===== config.mk =====
export PLATFORM = sky130hd
export DESIGN_NAME = apb_slave_mem
export DESIGN_NICKNAME = d
export VERILOG_FILES = /design/src/rtl/apb_slave_mem.sv
export SDC_FILE = /design/constraint.sdc
export NUM_CORES = 1
export LEC_CHECK = 0
export ABC_AREA = 0
export ABC_CLOCK_PERIOD_IN_PS = 2500
export CORE_MARGIN = 3
export CORE_UTILIZATION = 45
export DETAILED_ROUTE_END_ITERATION = 7
export HOLD_SLACK_MARGIN = 0.15
export PLACE_DENSITY = 0.65
export SLEW_MARGIN = 20
export SYNTH_ARGS = -nofsm -noshare
export SYNTH_HDL_FRONTEND = slang
export SYNTH_SLANG_ARGS = --single-unit

===== constraint.sdc =====
create_clock -name hclk -period 2.5 [get_ports hclk]
set_input_delay 0.375 -clock hclk [delete_from_list [all_inputs] [get_ports hclk]]
set_output_delay 0.375 -clock hclk [all_outputs]
set_load 0.02 [all_outputs]

===== src/rtl/apb_slave_mem.sv =====
// Word-addressed APB slave memory with programmable wait states, address error
// responses and a sticky protocol-violation flag. Answers one bit of psel.
module apb_slave_mem #(
    parameter int SEL_INDEX   = 0,
    parameter int DEPTH       = 16,
    parameter int WAIT_STATES = 0
) (
    input  logic        hclk,
    input  logic        hresetn,
    input  logic [2:0]  psel,
    input  logic        penable,
    input  logic        pwrite,
    input  logic [31:0] paddr,
    input  logic [31:0] pwdata,
    output logic [31:0] pr_data,
    output logic        pready,
    output logic        pslverr,
    output logic        prot_err
);
    localparam int         AW      = $clog2(DEPTH);
    localparam logic [2:0] WS_INIT = 3'(WAIT_STATES);

    typedef enum logic {
        ST_IDLE   = 1'b0,
        ST_ACCESS = 1'b1
    } state_e;

    state_e            state_q, state_d;
    logic              wr_q, wr_d;
    logic [AW-1:0]     idx_q, idx_d;
    logic              err_q, err_d;
    logic [2:0]        cnt_q, cnt_d;
    logic              prot_q, prot_d;
    logic [31:0]       rdata_q;
    logic [31:0]       mem_q [DEPTH];

    logic              sel_s;
    logic              bad_s;
    logic [AW-1:0]     idx_s;
    logic              rd_load_s;
    logic              wr_en_s;
    logic              pready_s;
    logic              pslverr_s;
    logic              unused_s;

    // Decode this instance's select and the word index / legality of the address.
    always_comb begin
        sel_s    = psel[SEL_INDEX];
        idx_s    = paddr[2+AW-1:2];
        bad_s    = (paddr[1:0] != 2'b00) || (paddr[31:2+AW] != {(30-AW){1'b0}});
        unused_s = ^psel;
    end

    // Next-state logic; a setup cycle seen in ACCESS is flagged and then re-captured.
    always_comb begin
        state_d   = state_q;
        wr_d      = wr_q;
        idx_d     = idx_q;
        err_d     = err_q;
        cnt_d     = cnt_q;
        prot_d    = prot_q;
        rd_load_s = 1'b0;
        wr_en_s   = 1'b0;
        pready_s  = 1'b0;
        pslverr_s = 1'b0;
        case (state_q)
            ST_IDLE: begin
                if (sel_s && !penable) begin
                    state_d   = ST_ACCESS;
                    wr_d      = pwrite;
                    idx_d     = idx_s;
                    err_d     = bad_s;
                    cnt_d     = WS_INIT;
                    rd_load_s = !pwrite && !bad_s;
                end else if (sel_s && penable) begin
                    prot_d = 1'b1;
                end else begin
                    state_d = ST_IDLE;
                end
            end
            ST_ACCESS: begin
                if (!sel_s) begin
                    prot_d  = 1'b1;
                    state_d = ST_IDLE;
                end else if (!penable) begin
                    prot_d    = 1'b1;
                    wr_d      = pwrite;
                    idx_d     = idx_s;
                    err_d     = bad_s;
                    cnt_d     = WS_INIT;
                    rd_load_s = !pwrite && !bad_s;
                end else if (cnt_q != 3'd0) begin
                    cnt_d = cnt_q - 3'd1;
                end else begin
                    pready_s  = 1'b1;
                    pslverr_s = err_q;
                    wr_en_s   = wr_q && !err_q;
                    state_d   = ST_IDLE;
                end
            end
            default: begin
                state_d = ST_IDLE;
            end
        endcase
    end

    // Control and status registers.
    always_ff @(posedge hclk or negedge hresetn) begin
        if (!hresetn) begin
            state_q <= ST_IDLE;
            wr_q    <= 1'b0;
            idx_q   <= {AW{1'b0}};
            err_q   <= 1'b0;
            cnt_q   <= 3'd0;
            prot_q  <= 1'b0;
        end else begin
            state_q <= state_d;
            wr_q    <= wr_d;
            idx_q   <= idx_d;
            err_q   <= err_d;
            cnt_q   <= cnt_d;
            prot_q  <= prot_d;
        end
    end

    // Storage array; writes commit only on the completing edge of a clean write.
    always_ff @(posedge hclk or negedge hresetn) begin
        if (!hresetn) begin
            for (int i = 0; i < DEPTH; i++) begin
                mem_q[i] <= 32'h0000_0000;
            end
        end else if (wr_en_s) begin
            mem_q[idx_q] <= pwdata;
        end
    end

    // Read data is fetched in the setup cycle and held until the next good read setup.
    always_ff @(posedge hclk or negedge hresetn) begin
        if (!hresetn) begin
            rdata_q <= 32'h0000_0000;
        end else if (rd_load_s) begin
            rdata_q <= mem_q[idx_s];
        end
    end

    assign pr_data  = rdata_q;
    assign pready   = pready_s;
    assign pslverr  = pslverr_s;
    assign prot_err = prot_q;

endmodule


==> metrics.md <==
| Metric | Value |
|---|---|
| Status | `finished clean` |
| TritonRoute pass-1 iters | `5` |
| # setup viols final | `0` |
| Period utilization | `between 90 and 100%` |
| Syn nets | `around 1600` |
| Fmax | `a little over 400 MHz` |
| HPWL after DPL | `between 30000 and 40000 um` |
| RR Endpoint | `mem_q[383]` |
| Worst Path Required | `between 2 and 3 ns` |
| Largest area contributor in the netlist | `dfrtp_1` |
| Register share of total power | `between 40% and 50%` |
| Layout cells sized above 1 | `approximately half` |
| R2R Path Start | `cnt_q[0]` |
| YS warnings | `0` |
| Final setup TNS | `0 ns` |
| Placed Area | `roughly 27000 um^2` |
| # rows | `85` |
| Gate power share | `about 4.8%` |
| GPL Wtd Cong | `approximately 0.75` |
| Worst EP arrival | `roughly 2.9 ns` |
| Adder-Cell Fraction of Synth Area | `less than 1%` |
| Chip Width | `around 240 um` |
| Vias post-DR | `about 14000` |
| Synth Instances | `between 1500 and 2000` |
| Die Span Y | `240 um` |
| Top cells by area, synth | `dfrtp_1 (56%), mux2_2 (24%), mux4_2 (12%)` |
| Max-slew headroom | `around 22%` |
| Combinational family with the most area after synthesis | `multiplexers` |
| Reg clk slew, reported paths | `about 0.06 ns` |
| Compound-gate portion of the synthesized area | `between 2 and 2.5%` |
| Ant diodes | `0` |
| Avg WL per Cell | `about 25 um` |
| Global-route wire length before repair | `93300 um` |
| DRT antenna net count | `0` |
| Area growth syn-to-layout | `19.3%` |
| Fraction of registers with async set/reset | `between 90% and 100%` |
| Count leader, synth | `dfrtp_1` |
| Syn avg cell area | `between 15 and 20 um^2` |
| Die area | `around 58000 um^2` |
| Maximum net fanout on the critical path | `23` |
| Synth top area share | `56.4%` |
| Sinks on the clock net | `roughly 560` |
| Worst skew pair latency | `between 0.6 and 0.7 ns` |
| Final wirelength | `between 60000 and 70000 um` |
| GR Util All Layers | `21.4%` |
| PwrDens | `~630 nW/um^2` |
| Port-buffer cells | `a little over 100` |
| Fin cells | `around 2400` |
| GR met2 Demand/Resource | `35.4%` |
| Worst min-delay path category | `input port to asynchronous set/reset pin` |
| Distinct cells, synth | `35` |
| Pins Over Slew Limit | `0` |
| Sequential-to-total area share from yosys stat | `about 56%` |
| Synth Flop Type | `dfrtp_1` |
| Worst Setup Start Kind | `register` |
| Total grt overflow | `0` |
| Max VDD drop | `approximately 0.50 mV` |
| CTS tree | `built` |
| Number of CTS-inserted buffers | `slightly below 60` |
| Grt met1 use | `between 30% and 40%` |
| GR peak layer | `met2` |
| Pre-CTS worst setup slack | `-0.179 ns` |
| Setup ws final | `0.0777 ns` |
| Met3 global-route usage | `between 3 and 4%` |
| Max_cap viols | `0` |
| Post-Syn Area | `around 25000 um^2` |
| Switching power | `between 4000 and 5000 uW` |
| R2R Setup Slk | `0.08 ns` |
| Fillers | `between 4000 and 5000` |
| Post-synth top cells | `dfrtp_1 (555), mux2_2 (535), mux4_2 (128), a22oi_1 (64), buf_2 (48)` |
| WS Path Type | `register to register` |
| Mux cell area share after synthesis | `36.8%` |
| XOR/XNOR share of the synthesized area | `0%` |
| Slew @ Worst Pin | `around 1.2 ns` |
| Clk pwr share | `between 40% and 50%` |
| Post-synth EDFFs | `0` |
| Pleak | `between 0.01 and 0.015 uW` |
| H-tree depth | `2` |
| Initial drt markers | `approximately 760` |
| Post-Synth Simple-Gate Area | `1.89%` |
| Total power | `roughly 19000 uW` |
| Root buffer cell | `clkbuf_16` |
| DRC Markers | `0` |
| IO Pins | `~110` |
| Placed instance count | `2281` |
| Net count, final | `between 1500 and 2000` |
| Final Hold Fails | `0` |
| FF-to-FF path depth | `9` |
| Vias per cell | `5.79` |
| Minimum clock period | `between 2 and 2.5 ns` |
| Initial Util | `~46%` |
| Sw Ratio | `between 20% and 30%` |
| Largest net degree at the start of global routing | `78` |
| Core area | `54000 um^2` |
| Initial antenna violation count | `1` |
| Clock Skew | `0.0235 ns` |
| #FFs+latches synth | `~560` |
| Internal power | `around 14000 uW` |
| Vias in the first global route | `around 15000` |
| CTS max path bufs | `3` |
| Worst setup EP type | `register` |
| Finished Cell Area | `a little under 30000 um^2` |
worst max-delay path: stages (launching register included):
cell      delay [ns]
dfrtp_1         0.39
inv_1           0.07
ha_2            0.19
ha_4            0.14
and4_4          0.30
nand4b_1        0.16
buf_4           0.19
nor3_4          0.18
buf_12          0.27
mux2_2          0.37
area by class of cell:
cell class | instances | area (um^2) | area share [%]
clock inverters | 17 | 211 | 0.720
repair buffers | 210 | 2470 | 8.42
multi-input cells | 831 | 10200 | 34.8
clock buffers | 91 | 1690 | 5.74
well taps | 696 | 871 | 2.96
flip-flops and latches | 555 | 13900 | 47.3
inverters | 5 | 18.8 | 0.0639
power by group through the flow:
| stage | Clock [uW] | Sequential, uW | Combinational (uW) |
|---|---|---|---|
| floorplan | 0 | 9210 | 344 |
| global placement | 0 | 9230 | 876 |
| detailed placement | 0 | 9230 | 897 |
| CTS | 8780 | 9070 | 904 |
| global route | 9180 | 9070 | 984 |
| finish | 8560 | 9070 | 895 |
metrics by stage:
step	hold WS, ns	utilization (%)
floorplan	0.0794	-
global placement	0.362	50.4
detailed placement	0.367	50.4
CTS	0.298	53.9
global route	0.329	54.4
finish	0.323	54.4
layer usage:
layer	part of all wire [%]	vias up
met2	49	258
met3	4.4	75
li1	-	5970
met5	0.021	-
met1	44	7615
met4	1.9	2
cells by family (layout without fill, tap and decap cells):
group                    Yosys count  after routing
AO/OA/AOI/OAI                     71             71
adder cells (fa/ha/maj)            2              2
multiplexers                     677            677
AND/OR/NAND/NOR                   81             81
flip-flops                       555            555
buffers and inverters            136            323
layout by cell type, fill, tap and decap left out, types with 2 or more instances in the layout:
cell | synthesis | routed
nor3_4 | 0 | 6
mux2_2 | 535 | 535
nor2b_4 | 0 | 2
clkbuf_8 | 0 | 10
buf_4 | 13 | 56
buf_12 | 0 | 39
nor3b_4 | 0 | 2
mux2_1 | 11 | 11
mux2_4 | 3 | 3
nand3_1 | 2 | 2
clkinv_2 | 0 | 10
inv_1 | 5 | 5
clkdlybuf4s50_1 | 0 | 98
nor2_4 | 0 | 8
mux4_2 | 128 | 128
nand4b_1 | 2 | 2
dfrtp_1 | 555 | 555
clkinv_8 | 0 | 2
clkbuf_16 | 0 | 65
buf_8 | 0 | 2
bufinv_16 | 0 | 4
nor2b_1 | 4 | 2
nand2_1 | 37 | 37
o21ai_0 | 3 | 3
nor4_1 | 7 | 7
nand4_1 | 2 | 2
clkbuf_1 | 31 | 23
buf_6 | 6 | 5
a22oi_1 | 64 | 64
registers in the layout (all words and copies together), names as in the netlist:
register and count:
idx_q 4, mem_q 512, state_q 1, err_q 1
pr_data 32, cnt_q 3, prot_err 1, wr_q 1
timing repair:
action	4_1_cts	5_1_grt
resized for setup	12	8
pin swaps	1	2
setup endpoints to repair	47	132
gates cloned	0	6
hold buffers	1	0
buffers inserted	0	9
endpoints found under the hold margin	72	0
worst max path at each step:
stage | start | endpoint | slack, ns
floorplan | cnt_q[0] | mem_q[321] | 0.31
global placement | psel[0] | mem_q[119] | -0.14
detailed placement | paddr[4] | pr_data[23] | -0.18
CTS | cnt_q[0] | pready | 0.02
global route | cnt_q[0] | mem_q[359] | -0.02
finish | cnt_q[0] | mem_q[383] | 0.08
No activity file was read; power rests on OpenSTA's default activity.
